==> src/rtl/lwc_postproc_lite.sv <==
// ---------------------------------------------------------------------------
// lwc_postproc_lite
//
// Post-processor for a lightweight-crypto core. For every command it emits a
// header word, the (byte-masked) data words coming from the core, an
// optional tag section (encrypt) or tag-check step (decrypt), and finally a
// status word flagged with do_last.
//
// Ports
//   clk, rst           : clock, synchronous active-high reset
//   cmd_*              : operation command (valid/ready handshake)
//   bdo, bdo_valid,
//   bdo_valid_bytes,
//   bdo_ready          : data words from the crypto core
//   msg_auth_*         : tag-check result from the core (decrypt only)
//   do_data, do_valid,
//   do_last, do_ready  : registered output stream
// ---------------------------------------------------------------------------
module lwc_postproc_lite #(
  parameter int CCW     = 32,
  parameter int CCWdiv8 = 4
) (
  input  logic               clk,
  input  logic               rst,
  input  logic               cmd_valid,
  output logic               cmd_ready,
  input  logic               cmd_decrypt,
  input  logic               cmd_hash,
  input  logic [15:0]        cmd_len,
  input  logic [CCW-1:0]     bdo,
  input  logic               bdo_valid,
  output logic               bdo_ready,
  input  logic [CCWdiv8-1:0] bdo_valid_bytes,
  input  logic               msg_auth_valid,
  output logic               msg_auth_ready,
  input  logic               msg_auth,
  output logic [CCW-1:0]     do_data,
  output logic               do_valid,
  input  logic               do_ready,
  output logic               do_last
);

  typedef enum logic [2:0] {
    S_IDLE,
    S_HDR,
    S_DATA,
    S_TAGHDR,
    S_TAG,
    S_AUTH,
    S_STATUS
  } state_t;

  typedef enum logic [1:0] {
    OP_ENC,
    OP_DEC,
    OP_HASH
  } op_t;

  localparam logic [31:0] TAG_HDR_WORD   = 32'h8300_0010;
  localparam logic [31:0] STATUS_SUCCESS = 32'hE000_0000;
  localparam logic [31:0] STATUS_FAILURE = 32'hF000_0000;
  localparam logic [15:0] HASH_LEN       = 16'd32;

  state_t         state_reg, state_next;
  op_t            op_reg, op_next;
  logic [15:0]    len_reg, len_next;
  logic [15:0]    remain_reg, remain_next;
  logic [1:0]     tag_cnt_reg, tag_cnt_next;
  logic           auth_ok_reg, auth_ok_next;
  logic           status_sent_reg, status_sent_next;
  logic [CCW-1:0] do_data_reg, do_data_next;
  logic           do_valid_reg, do_valid_next;
  logic           do_last_reg, do_last_next;

  logic           out_free;
  logic           load_out;
  logic [CCW-1:0] out_word;
  logic           out_last;
  logic           cmd_ready_c;
  logic           bdo_ready_c;
  logic           auth_ready_c;
  logic [3:0]     hdr_type;
  logic [CCW-1:0] hdr_word;
  logic [CCW-1:0] bdo_masked;
  state_t         after_data_state;

  // Zero every byte lane whose valid flag is clear. Lane 0 sits in the most
  // significant byte and is flagged by the most significant valid bit.
  for (genvar gi = 0; gi < CCWdiv8; gi++) begin : g_lane
    assign bdo_masked[CCW-1-8*gi -: 8] =
      bdo_valid_bytes[CCWdiv8-1-gi] ? bdo[CCW-1-8*gi -: 8] : 8'h00;
  end

  // The output register may take a new word when it is empty or when its
  // current word is leaving this cycle.
  assign out_free = !do_valid_reg || do_ready;

  always_comb begin
    hdr_type = 4'h5;
    case (op_reg)
      OP_DEC:  hdr_type = 4'h4;
      OP_HASH: hdr_type = 4'h9;
      default: hdr_type = 4'h5;
    endcase
  end

  assign hdr_word = {hdr_type, 2'b00, 1'b1, 1'b1, 8'h00, len_reg};

  // Where to go once the message body is finished (or skipped when empty).
  always_comb begin
    after_data_state = S_TAGHDR;
    case (op_reg)
      OP_DEC:  after_data_state = S_AUTH;
      OP_HASH: after_data_state = S_STATUS;
      default: after_data_state = S_TAGHDR;
    endcase
  end

  always_comb begin
    state_next       = state_reg;
    op_next          = op_reg;
    len_next         = len_reg;
    remain_next      = remain_reg;
    tag_cnt_next     = tag_cnt_reg;
    auth_ok_next     = auth_ok_reg;
    status_sent_next = status_sent_reg;
    load_out         = 1'b0;
    out_word         = '0;
    out_last         = 1'b0;
    cmd_ready_c      = 1'b0;
    bdo_ready_c      = 1'b0;
    auth_ready_c     = 1'b0;

    case (state_reg)
      S_IDLE: begin
        cmd_ready_c = 1'b1;
        if (cmd_valid) begin
          if (cmd_hash) begin
            op_next     = OP_HASH;
            len_next    = HASH_LEN;
            remain_next = HASH_LEN;
          end else begin
            op_next     = cmd_decrypt ? OP_DEC : OP_ENC;
            len_next    = cmd_len;
            remain_next = cmd_len;
          end
          tag_cnt_next     = 2'd0;
          auth_ok_next     = 1'b0;
          status_sent_next = 1'b0;
          state_next       = S_HDR;
        end
      end

      S_HDR: begin
        if (out_free) begin
          load_out   = 1'b1;
          out_word   = hdr_word;
          state_next = (len_reg == 16'd0) ? after_data_state : S_DATA;
        end
      end

      S_DATA: begin
        bdo_ready_c = out_free;
        if (bdo_valid && out_free) begin
          load_out = 1'b1;
          out_word = bdo_masked;
          if (remain_reg <= 16'd4) begin
            remain_next = 16'd0;
            state_next  = after_data_state;
          end else begin
            remain_next = remain_reg - 16'd4;
          end
        end
      end

      S_TAGHDR: begin
        if (out_free) begin
          load_out     = 1'b1;
          out_word     = TAG_HDR_WORD;
          tag_cnt_next = 2'd0;
          state_next   = S_TAG;
        end
      end

      S_TAG: begin
        // Tag words are forwarded as-is; lane masking only applies to data.
        bdo_ready_c = out_free;
        if (bdo_valid && out_free) begin
          load_out     = 1'b1;
          out_word     = bdo;
          tag_cnt_next = tag_cnt_reg + 2'd1;
          if (tag_cnt_reg == 2'd3) begin
            state_next = S_STATUS;
          end
        end
      end

      S_AUTH: begin
        auth_ready_c = 1'b1;
        if (msg_auth_valid) begin
          auth_ok_next = msg_auth;
          state_next   = S_STATUS;
        end
      end

      S_STATUS: begin
        // First load the status word, then stay here until downstream takes
        // it so that no new command can start while it is still pending.
        if (!status_sent_reg) begin
          if (out_free) begin
            load_out         = 1'b1;
            out_word         = (op_reg == OP_DEC && !auth_ok_reg) ?
                               STATUS_FAILURE : STATUS_SUCCESS;
            out_last         = 1'b1;
            status_sent_next = 1'b1;
          end
        end else if (do_valid_reg && do_ready) begin
          status_sent_next = 1'b0;
          state_next       = S_IDLE;
        end
      end

      default: begin
        state_next = S_IDLE;
      end
    endcase
  end

  // Output register: refreshed only when free, otherwise holds its word.
  always_comb begin
    do_valid_next = do_valid_reg;
    do_data_next  = do_data_reg;
    do_last_next  = do_last_reg;
    if (out_free) begin
      do_valid_next = load_out;
      do_last_next  = load_out ? out_last : 1'b0;
      if (load_out) begin
        do_data_next = out_word;
      end
    end
  end

  always_ff @(posedge clk) begin
    if (rst) begin
      state_reg       <= S_IDLE;
      op_reg          <= OP_ENC;
      len_reg         <= 16'd0;
      remain_reg      <= 16'd0;
      tag_cnt_reg     <= 2'd0;
      auth_ok_reg     <= 1'b0;
      status_sent_reg <= 1'b0;
      do_data_reg     <= '0;
      do_valid_reg    <= 1'b0;
      do_last_reg     <= 1'b0;
    end else begin
      state_reg       <= state_next;
      op_reg          <= op_next;
      len_reg         <= len_next;
      remain_reg      <= remain_next;
      tag_cnt_reg     <= tag_cnt_next;
      auth_ok_reg     <= auth_ok_next;
      status_sent_reg <= status_sent_next;
      do_data_reg     <= do_data_next;
      do_valid_reg    <= do_valid_next;
      do_last_reg     <= do_last_next;
    end
  end

  // Handshake readies are forced low while reset is held.
  assign cmd_ready      = cmd_ready_c  && !rst;
  assign bdo_ready      = bdo_ready_c  && !rst;
  assign msg_auth_ready = auth_ready_c && !rst;

  assign do_data  = do_data_reg;
  assign do_valid = do_valid_reg;
  assign do_last  = do_last_reg;

endmodule

==> config.mk <==
export PLATFORM = sky130hd
export DESIGN_NAME = lwc_postproc_lite
export DESIGN_NICKNAME = d
export VERILOG_FILES = /design/src/rtl/lwc_postproc_lite.sv
export SDC_FILE = /design/constraint.sdc
export NUM_CORES = 1
export LEC_CHECK = 0
export BUFFER_PORTS_ARGS = -buffer_cell sky130_fd_sc_hd__buf_2
export CAP_MARGIN = 15
export CORE_ASPECT_RATIO = 1.75
export CORE_MARGIN = 1.5
export CORE_UTILIZATION = 39
export DETAILED_ROUTE_END_ITERATION = 8
export HOLD_SLACK_MARGIN = 0.03
export PLACE_DENSITY = 0.67
export SLEW_MARGIN = 20
export SYNTH_ARGS = -nofsm -noshare
export SYNTH_HDL_FRONTEND = slang
export SYNTH_SLANG_ARGS = --single-unit
==> constraint.sdc <==
create_clock -name clk -period 2.6 [get_ports clk]
set_clock_uncertainty 0.05 [all_clocks]
set_input_delay 0.13 -clock clk [delete_from_list [all_inputs] [get_ports clk]]
set_output_delay 0.13 -clock clk [all_outputs]
set_load 0.01 [all_outputs]
; ---- Word level (Yosys, flattened, before mapping)
; Cells that the tools add are included.
[classes]
n_lt_le_gt_ge = 1
mux = 50
add_sub_neg = 2
eq_ne = 19
n_reduce_logical = 25
[ops]
columns = op, n
row1 = 32-bit one-hot mux with 5 select lines, 1
row2 = 32-bit two-way mux, 3
row3 = 16-bit two-way mux, 4
row4 = 3-bit two-way mux, 11
row5 = 8-bit two-way mux, 4
row6 = 16-bit one-hot mux with 2 select lines, 1
row7 = 29-bit two-way mux, 1
row8 = 3-bit one-hot mux with 7 select lines, 1
row9 = 2-bit inequality test (second input constant), 10
row10 = 16-bit by 3-bit <= comparator with 1-bit output (second input constant), 1
row11 = 16-bit logical NOT, 1
row12 = 16-bit by 3-bit subtractor with 16-bit output (second input constant), 1
row13 = 1-bit two-way mux, 14
row14 = 10-bit AND reduction, 1
row15 = 3-bit equality test (second input constant), 3
row16 = 2-bit two-way mux, 4
row17 = 4-bit one-hot mux with 2 select lines, 1
row18 = 3-bit by 2-bit equality test with 1-bit output (second input constant), 2
row19 = 1-bit logical AND, 6
row20 = 2-bit one-hot mux with 3 select lines, 1
row21 = 3-bit one-hot mux with 2 select lines, 1
row22 = 2-bit AND reduction, 3
row23 = 3-bit AND reduction, 2
row24 = 2-bit nonzero test, 3
row25 = 12 further kinds, 17
[word_totals]
out_inout_bits = 37
inputBits = 61
elab_cells = 107
regBits = 75

; ---- Longest topological paths before layout
; Gate-level depths: netlist of run 1.
[depth]
word_depth = 6
depth_mapped = 8
depth_no_buf = 7

; ---- Least setup slack after synthesis of run 1
; OpenSTA, ideal clock, no wires.
[synth_path]
path_kind = flip-flop to flip-flop
from = register remain_reg[2]
to = register remain_reg[15]
stages_incl_launch_ff = 8
synth_period_minus_slack_ns = 1.938
slack_ns = 0.662
arrival_ns = 1.814
path_buffers = 1
path_cell_list = dfxtp_1 inv_1 ha_1 o2111a_1 nor2_1 clkbuf_1 nand4_1 a31oi_1
[synth_via]
elab_chain_cells = 4
[synth_lines]
columns = element, line
row1 = from (decl), 67  ; logic [15:0] remain_reg, remain_next;
row2 = from (signal assigned), 259  ; remain_reg <= remain_next;
row3 = 16-bit by 3-bit subtractor with 16-bit output or 16-bit by 3-bit <= comparator with 1-bit output (tied branches), "171, 167"
row4 = 16-bit two-way mux (*), 167  ; if (remain_reg <= 16'd4) begin
row5 = 16-bit two-way mux (*), 164  ; if (bdo_valid && out_free) begin
row6 = 16-bit one-hot mux with 2 select lines (*), 134  ; case (state_reg)
; Every way passes the cells marked *; elsewhere a longest branch is shown, timed or not. The select of a mux whose other input is x is not followed.
; A chain may end at the register's enable or synchronous reset.

; ---- Worst setup path in the final report of run 1
[layout_path]
from = register remain_reg[2]
to = register remain_reg[14]
; Same word-level chain as after synthesis.

==> results.sh, run 1 <==
export IMPL_port_buffers=97
export IMPL_synth_warnings=0
export IMPL_cts_root_buffer="clkbuf_16"
export IMPL_drtIter0Drc=270
export IMPL_numCtsBuffers=9
export IMPL_ys_ff_latch=75
export IMPL_holdPathStages=3
export IMPL_use_met1_pct=27.3
export IMPL_syn_area_per_cell_um2=8.11
export IMPL_insertion_delay_ps=330
export IMPL_r2r_cells=7
export IMPL_place_hpwl_mm=8.15
export IMPL_status="complete, no violations"
export IMPL_tightest_slew_ps=854
export IMPL_async_flop_share_pct=0
export IMPL_routed_wl_mm=11.0
export IMPL_use_met2_pct=40.7
export IMPL_grt_use_total_pct=23.7
export IMPL_yosys_area_top_type_share_pct=42.5
export IMPL_rsz0062_at_grt="no"
export IMPL_worstSetupStartpointType="flip-flop"
export IMPL_yosysTopAreaCell="dfxtp_1"
export IMPL_clock_sinks=75
export IMPL_p_leak_nw=1.88
export IMPL_gp_congestion=1.00
export IMPL_drc=0
export IMPL_setup_viol=0
export IMPL_dr_pass1_iters=4
export IMPL_ctsLongestPathBuffers=2
export IMPL_crit_fanout=11
export IMPL_min_from="cmd_len[11]"
export IMPL_ys_flop_type="dfxtp_1"
export IMPL_final_cell_mix="97 x buf_2, 74 x dfxtp_1, 57 x nor2_1, 44 x nand2_1, 35 x a21oi_1"
export IMPL_gr_total_overflow=0
export IMPL_layout_nets=617
export IMPL_layout_drive_gt1_share_pct=24.5
export IMPL_area_delta_synth_final_pct=31.3
export IMPL_antenna_left=0
export IMPL_vias=3737
export IMPL_slew_headroom_pct=43.1
export IMPL_hold_path_class="input port to flip-flop"
export IMPL_critical_path_arrival_ps=2520
export IMPL_die_w_um=75.0
export IMPL_cts_tree="built"
export IMPL_num_io_pins=98
export IMPL_r2r_end="remain_reg[14]$_SDFFE_PP0P_"
export IMPL_r2r_start="remain_reg[2]$_SDFFE_PP0P_"
export IMPL_report_final_hold_viol_count=0
export IMPL_slew_violations=0
export IMPL_grt_busiest_layer="met2"
export IMPL_cap_viol_max_count=0
export IMPL_final_common_cell="buf_2"
export IMPL_r2r_slack_ps=280
export IMPL_powerDensity_nw_per_um2=1160
export IMPL_fill_cells=859
export IMPL_antenna_found_initial=0
export IMPL_min_period_over_period_pct=89.4
export IMPL_core_area_um2=8730
export IMPL_synth_cell_area_um2=3540
export IMPL_detail_route_vias_per_cell=5.56
export IMPL_final_area_um2=4640
export IMPL_start_util_pct=40.5
export IMPL_yosysUniqueCellTypes=56
export IMPL_cts_clk_slew_worst_paths_ps=60
export IMPL_synth_edf_count=0
export IMPL_largest_reg_flops=32
export IMPL_rows=45
export IMPL_grt_pass1_vias=3665
export IMPL_grt_max_degree=49
export IMPL_antenna_cells=0
export IMPL_postPlaceCellArea_um2=4190
export IMPL_gr_usage_met3_pct=5.25
export IMPL_die_y_um=129
export IMPL_post_route_min_period_ps=2320
export IMPL_wl_per_cell_um=16.3
export IMPL_hold_end="len_reg[11]$_SDFFE_PP0P_"
export IMPL_setup_tns_ps=0
export IMPL_syn_inst=436
export IMPL_synthTopCellsByArea="dfxtp_1 42%, nor2_1 6.1%, a21oi_1 5.0%"
export IMPL_htree_levels=3
export IMPL_end_kind="flip-flop"
export IMPL_fmax_mhz=430
export IMPL_vdd_ir_drop_max_uv=552
export IMPL_grt_pass1_wl_mm=17.5
export IMPL_crit_required_ps=2790
export IMPL_die_area_um2=9670
export IMPL_synth_nets=503
export IMPL_critPathKind="flip-flop to flip-flop"
export IMPL_yosysSeqAreaShare_pct=42.5
==> worst max path at each step <==
stage                                  endpoint  slack (ps)                        from  depth (start not counted)
floorplan           remain_reg[15]$_SDFFE_PP0P_         660  remain_reg[2]$_SDFFE_PP0P_                          7
global placement        do_data[3]$_SDFFE_PP0P_         290   state_reg[2]$_SDFFE_PP0P_                          6
detailed placement     do_data[11]$_SDFFE_PP0P_         200   state_reg[2]$_SDFFE_PP0P_                          6
CTS                    do_data[11]$_SDFFE_PP0P_         200   state_reg[2]$_SDFFE_PP0P_                          6
global route           do_data[28]$_SDFFE_PP0P_          60   state_reg[1]$_SDFFE_PP0P_                          6
finish              remain_reg[14]$_SDFFE_PP0P_         280  remain_reg[2]$_SDFFE_PP0P_                          7
==> report_power, final <==
part,total (mW),internal (mW),switching [mW]
registers,1.75,1.48,0.267
logic,2.50,0.989,1.51
clock network,1.13,0.649,0.483
total,5.38,3.12,2.26
==> metal layers <==
metal	wire length [um]	up-vias
met5	0	-
met2	5740	135
met4	303	0
li1	-	1844
met3	681	22
met1	4250	1736
==> kinds of logic (layout without fill, tap and decap cells) <==
kind of cell | count (synthesis) | count (layout) | share of synthesized area (%)
DFF | 75 | 75 | 42.5
buffers and inverters | 39 | 158 | 4.32
xor gates and xnor gates | 3 | 3 | 0.743
muxes | 1 | 1 | 0.318
and+or+nand+nor | 189 | 189 | 26.7
adders and majority gates | 6 | 6 | 2.12
AOI/OAI and AO/OA | 123 | 123 | 23.3
==> Yosys cell counts (2+ instances only) <==
| library cell | instances |
|---|---|
| nor2_2 | 2 |
| clkbuf_1 | 22 |
| nor2b_1 | 5 |
| o311ai_0 | 2 |
| o211ai_1 | 3 |
| nand4_1 | 8 |
| a211oi_1 | 13 |
| or3_1 | 2 |
| xnor2_1 | 2 |
| nor4_1 | 10 |
| nand3b_1 | 2 |
| o22ai_1 | 2 |
| a221oi_1 | 15 |
| o2111a_1 | 2 |
| nor2_1 | 57 |
| a31oi_1 | 9 |
| dfxtp_1 | 75 |
| nor3b_1 | 7 |
| nand3_1 | 7 |
| inv_1 | 11 |
| a21oi_1 | 35 |
| nand2_1 | 44 |
| buf_2 | 5 |
| nand2b_1 | 3 |
| or4_1 | 3 |
| o21ai_0 | 15 |
| and2_1 | 3 |
| ha_1 | 6 |
| nor3_1 | 26 |
| a32oi_1 | 2 |
| a22oi_1 | 13 |
==> stage by stage <==
step / setup WS [ps] / cells / utilization, % / power (mW) / hold slack (ps)
after floorplan: 662 / 436 / - / 3.42 / 210
after global placement: 292 / 638 / 48.0 / 4.16 / 319
after detailed placement: 201 / 638 / 48.0 / 4.23 / 327
after CTS: 199 / 672 / 53.2 / 5.39 / 35.4
after global routing: 63.0 / 672 / 53.2 / 5.79 / 53.5
final: 275 / 672 / 53.2 / 5.38 / 50.8
==> critical path, cell delays in order, from the launching register on <==
cell	delay (ps)
dfxtp_1	380
inv_1	90
ha_1	280
o2111a_1	330
nor2_1	440
buf_4	280
o21ai_0	140
o21ai_0	240
==> cell type report <==
type	count	area (um2)	area share (%)
well taps	117	146	3.15
clock buffers	11	233	5.01
flip-flops and latches	75	1500	32.4
multi-input cells	322	1880	40.5
clock inverters	5	40.0	0.862
inverters	11	41.3	0.889
repair buffers	131	798	17.2
==> what timing repair did <==
item,in CTS,in global routing
gates resized for setup,0,1
setup endpoints to repair,0,11
hold endpoints to repair,17,0
hold buffers,18,0
setup buffers,0,0
Note: power is estimated with default switching activity, not from simulation.
==> run 2, diff against run 1 <==
--- a/config.mk
+++ b/config.mk
@@ -12,6 +12,7 @@
 export CORE_UTILIZATION = 39
 export DETAILED_ROUTE_END_ITERATION = 8
 export HOLD_SLACK_MARGIN = 0.03
+export MAX_ROUTING_LAYER = met4
 export PLACE_DENSITY = 0.67
 export SLEW_MARGIN = 20
 export SYNTH_ARGS = -nofsm -noshare
==> run 2 against run 1 <==
  * Die area is the same
  * Cell area shrank 1.1%
  * Fmax shrank 3.1%
  * Worst setup slack got worse by 74 ps
  * Non-clock buffer count is 4 lower
  * Register-to-register slack worse by 70 ps
  * Global-route usage decreased by 0.066 points
  * First-iteration DRC count decreased by 20%
  * Total power fell by 0.78%
  * Flip-flop and latch count unchanged
  * Critical path type unchanged
  * Largest cell class unchanged
  * Highest routed layer unchanged
==> results.sh, run 2 (synthesis results as in run 1) <==
export IMPL_crit_start="state_reg[2]$_SDFFE_PP0P_"
export IMPL_place_hpwl_mm=7.90
export IMPL_r2r_start="state_reg[2]$_SDFFE_PP0P_"
export IMPL_r2r_cells=6
export IMPL_htree_levels=3
export IMPL_p_total_mw=5.34
export IMPL_critical_path_arrival_ps=2540
export IMPL_num_io_pins=98
export IMPL_post_route_util_pct=52.6
export IMPL_min_period_over_period_pct=92.3
export IMPL_holdPathStages=3
export IMPL_die_y_um=129
export IMPL_rsz0062_at_grt="no"
export IMPL_drc=0
export IMPL_area_delta_synth_final_pct=29.8
export IMPL_dr_pass1_iters=7
export IMPL_insertion_delay_ps=340
export IMPL_final_cell_mix="97 x buf_2, 75 x dfxtp_1, 57 x nor2_1, 44 x nand2_1, 35 x a21oi_1"
export IMPL_critPathKind="flip-flop to flip-flop"
export IMPL_r2r_end="do_data[9]$_SDFFE_PP0P_"
export IMPL_fmax_mhz=417
export IMPL_antenna_left=0
export IMPL_end_kind="flip-flop"
export IMPL_setup_viol=0
export IMPL_drtIter0Drc=215
export IMPL_die_w_um=75.0
export IMPL_final_common_cell="buf_2"
export IMPL_core_area_um2=8730
export IMPL_gr_total_overflow=0
export IMPL_powerDensity_nw_per_um2=1160
export IMPL_vdd_ir_drop_max_uv=494
export IMPL_seqCellArea_um2=1500
export IMPL_dpl_cell_count=637
export IMPL_critPathCapture="do_data[9]$_SDFFE_PP0P_"
export IMPL_p_clk_share_pct=21.1
export IMPL_grt_max_degree=34
export IMPL_cts_setup_buffers=0
export IMPL_antenna_found_initial=0
export IMPL_setup_slack_ps=201
export IMPL_worstSetupStartpointType="flip-flop"
export IMPL_p_leak_nw=1.87
export IMPL_final_area_um2=4590
export IMPL_multi_input_area_um2=1880
export IMPL_slew_headroom_pct=42.4
export IMPL_layout_nets=613
export IMPL_hold_path_class="input port to flip-flop"
export IMPL_wl_per_cell_um=16.0
export IMPL_routed_wl_mm=10.7
export IMPL_final_instance_count_excl_fill=668
export IMPL_place_ws_ps=228
export IMPL_cts_hold_buffers=15
export IMPL_crit_required_ps=2740
export IMPL_detail_route_vias_per_cell=5.63
export IMPL_numCtsBuffers=9
export IMPL_power_switching_mw=2.22
export IMPL_rows=45
export IMPL_tightest_slew_ps=864
export IMPL_combPwrFrac_pct=45.9
export IMPL_holdWs_ps=42.1
export IMPL_seqPwrFrac_pct=33.0
export IMPL_crit_fanout=30
export IMPL_report_final_hold_viol_count=0
export IMPL_internal_power_mw=3.12
export IMPL_gp_congestion=0.995
export IMPL_cts_tree="built"
export IMPL_setup_tns_ps=0
export IMPL_status="complete, no violations"
export IMPL_cts_resized=0
export IMPL_r2r_slack_ps=200
export IMPL_grt_pass1_vias=3441
export IMPL_largest_reg_flops=32
export IMPL_die_area_um2=9670
export IMPL_layout_drive_gt1_share_pct=24.5
export IMPL_cap_viol_max_count=0
export IMPL_clock_sinks=75
export IMPL_start_util_pct=40.5
export IMPL_post_route_min_period_ps=2400
export IMPL_grt_pass1_wl_mm=17.0
export IMPL_fill_cells=851
export IMPL_cts_root_buffer="clkbuf_16"
export IMPL_slew_violations=0
export IMPL_cts_clk_slew_worst_paths_ps=60
export IMPL_port_buffers=97
export IMPL_antenna_cells=0
export IMPL_ctsLongestPathBuffers=2
export IMPL_vias=3760
export IMPL_grt_use_total_pct=23.6
export IMPL_postPlaceCellArea_um2=4170
export IMPL_swShare_pct=41.7
## run 2: cell types whose count changed in the layout (fill, tap and decap cells not counted), sizes merged
cell and delta:
buf -1, clkinv +3, clkinvlp -3, dlygate4sd3 -3
## run 2: how the worst min path moves through the flow
| stage | startpoint | end | slack [ps] |
|---|---|---|---|
| 4_1_cts | cmd_len[8] | len_reg[8]$_SDFFE_PP0P_ | 40 |
| 3_5_place_dp | bdo[23] | do_data[23]$_SDFFE_PP0P_ | 320 |
| 5_1_grt | cmd_len[4] | len_reg[4]$_SDFFE_PP0P_ | 50 |
| 2_1_floorplan | cmd_len[14] | remain_reg[14]$_SDFFE_PP0P_ | 210 |
| 6_report | cmd_len[8] | len_reg[8]$_SDFFE_PP0P_ | 40 |
| 3_3_place_gp | bdo[23] | do_data[23]$_SDFFE_PP0P_ | 320 |
## run 2: final cells by class
| cell class | count | share of cell area, % |
|---|---|---|
| clock buffer | 11 | 5.29 |
| clock inverter | 5 | 0.627 |
| inverter | 11 | 0.899 |
| multi-input combinational | 322 | 41.0 |
| sequential | 75 | 32.7 |
| timing repair buffer | 127 | 16.3 |
| tap | 117 | 3.19 |
## run 2: per-layer routing
layer	vias up	track usage, %	wire length (um)
met5	-	-	0
met3	29	4.23	576
met4	0	10.9	359
met1	1753	28.5	4320
met2	140	37.5	5450
li1	1838	-	-
## run 2: power by group through the flow
stage | clock [mW] | combinational (mW) | sequential [mW]
after detailed placement | 0 | 2.41 | 1.78
after floorplan | 0 | 1.63 | 1.80
after global placement | 0 | 2.38 | 1.77
after global routing | 1.20 | 2.73 | 1.81
final | 1.13 | 2.45 | 1.76
after CTS | 1.15 | 2.44 | 1.76
## run 2: worst max-delay path: stages (launching register included)
cell and delay [ps]:
dfxtp_1 610, xnor2_1 160, or4b_1 700, o21a_1 180
buf_4 220, a221oi_1 240, nor3_1 90
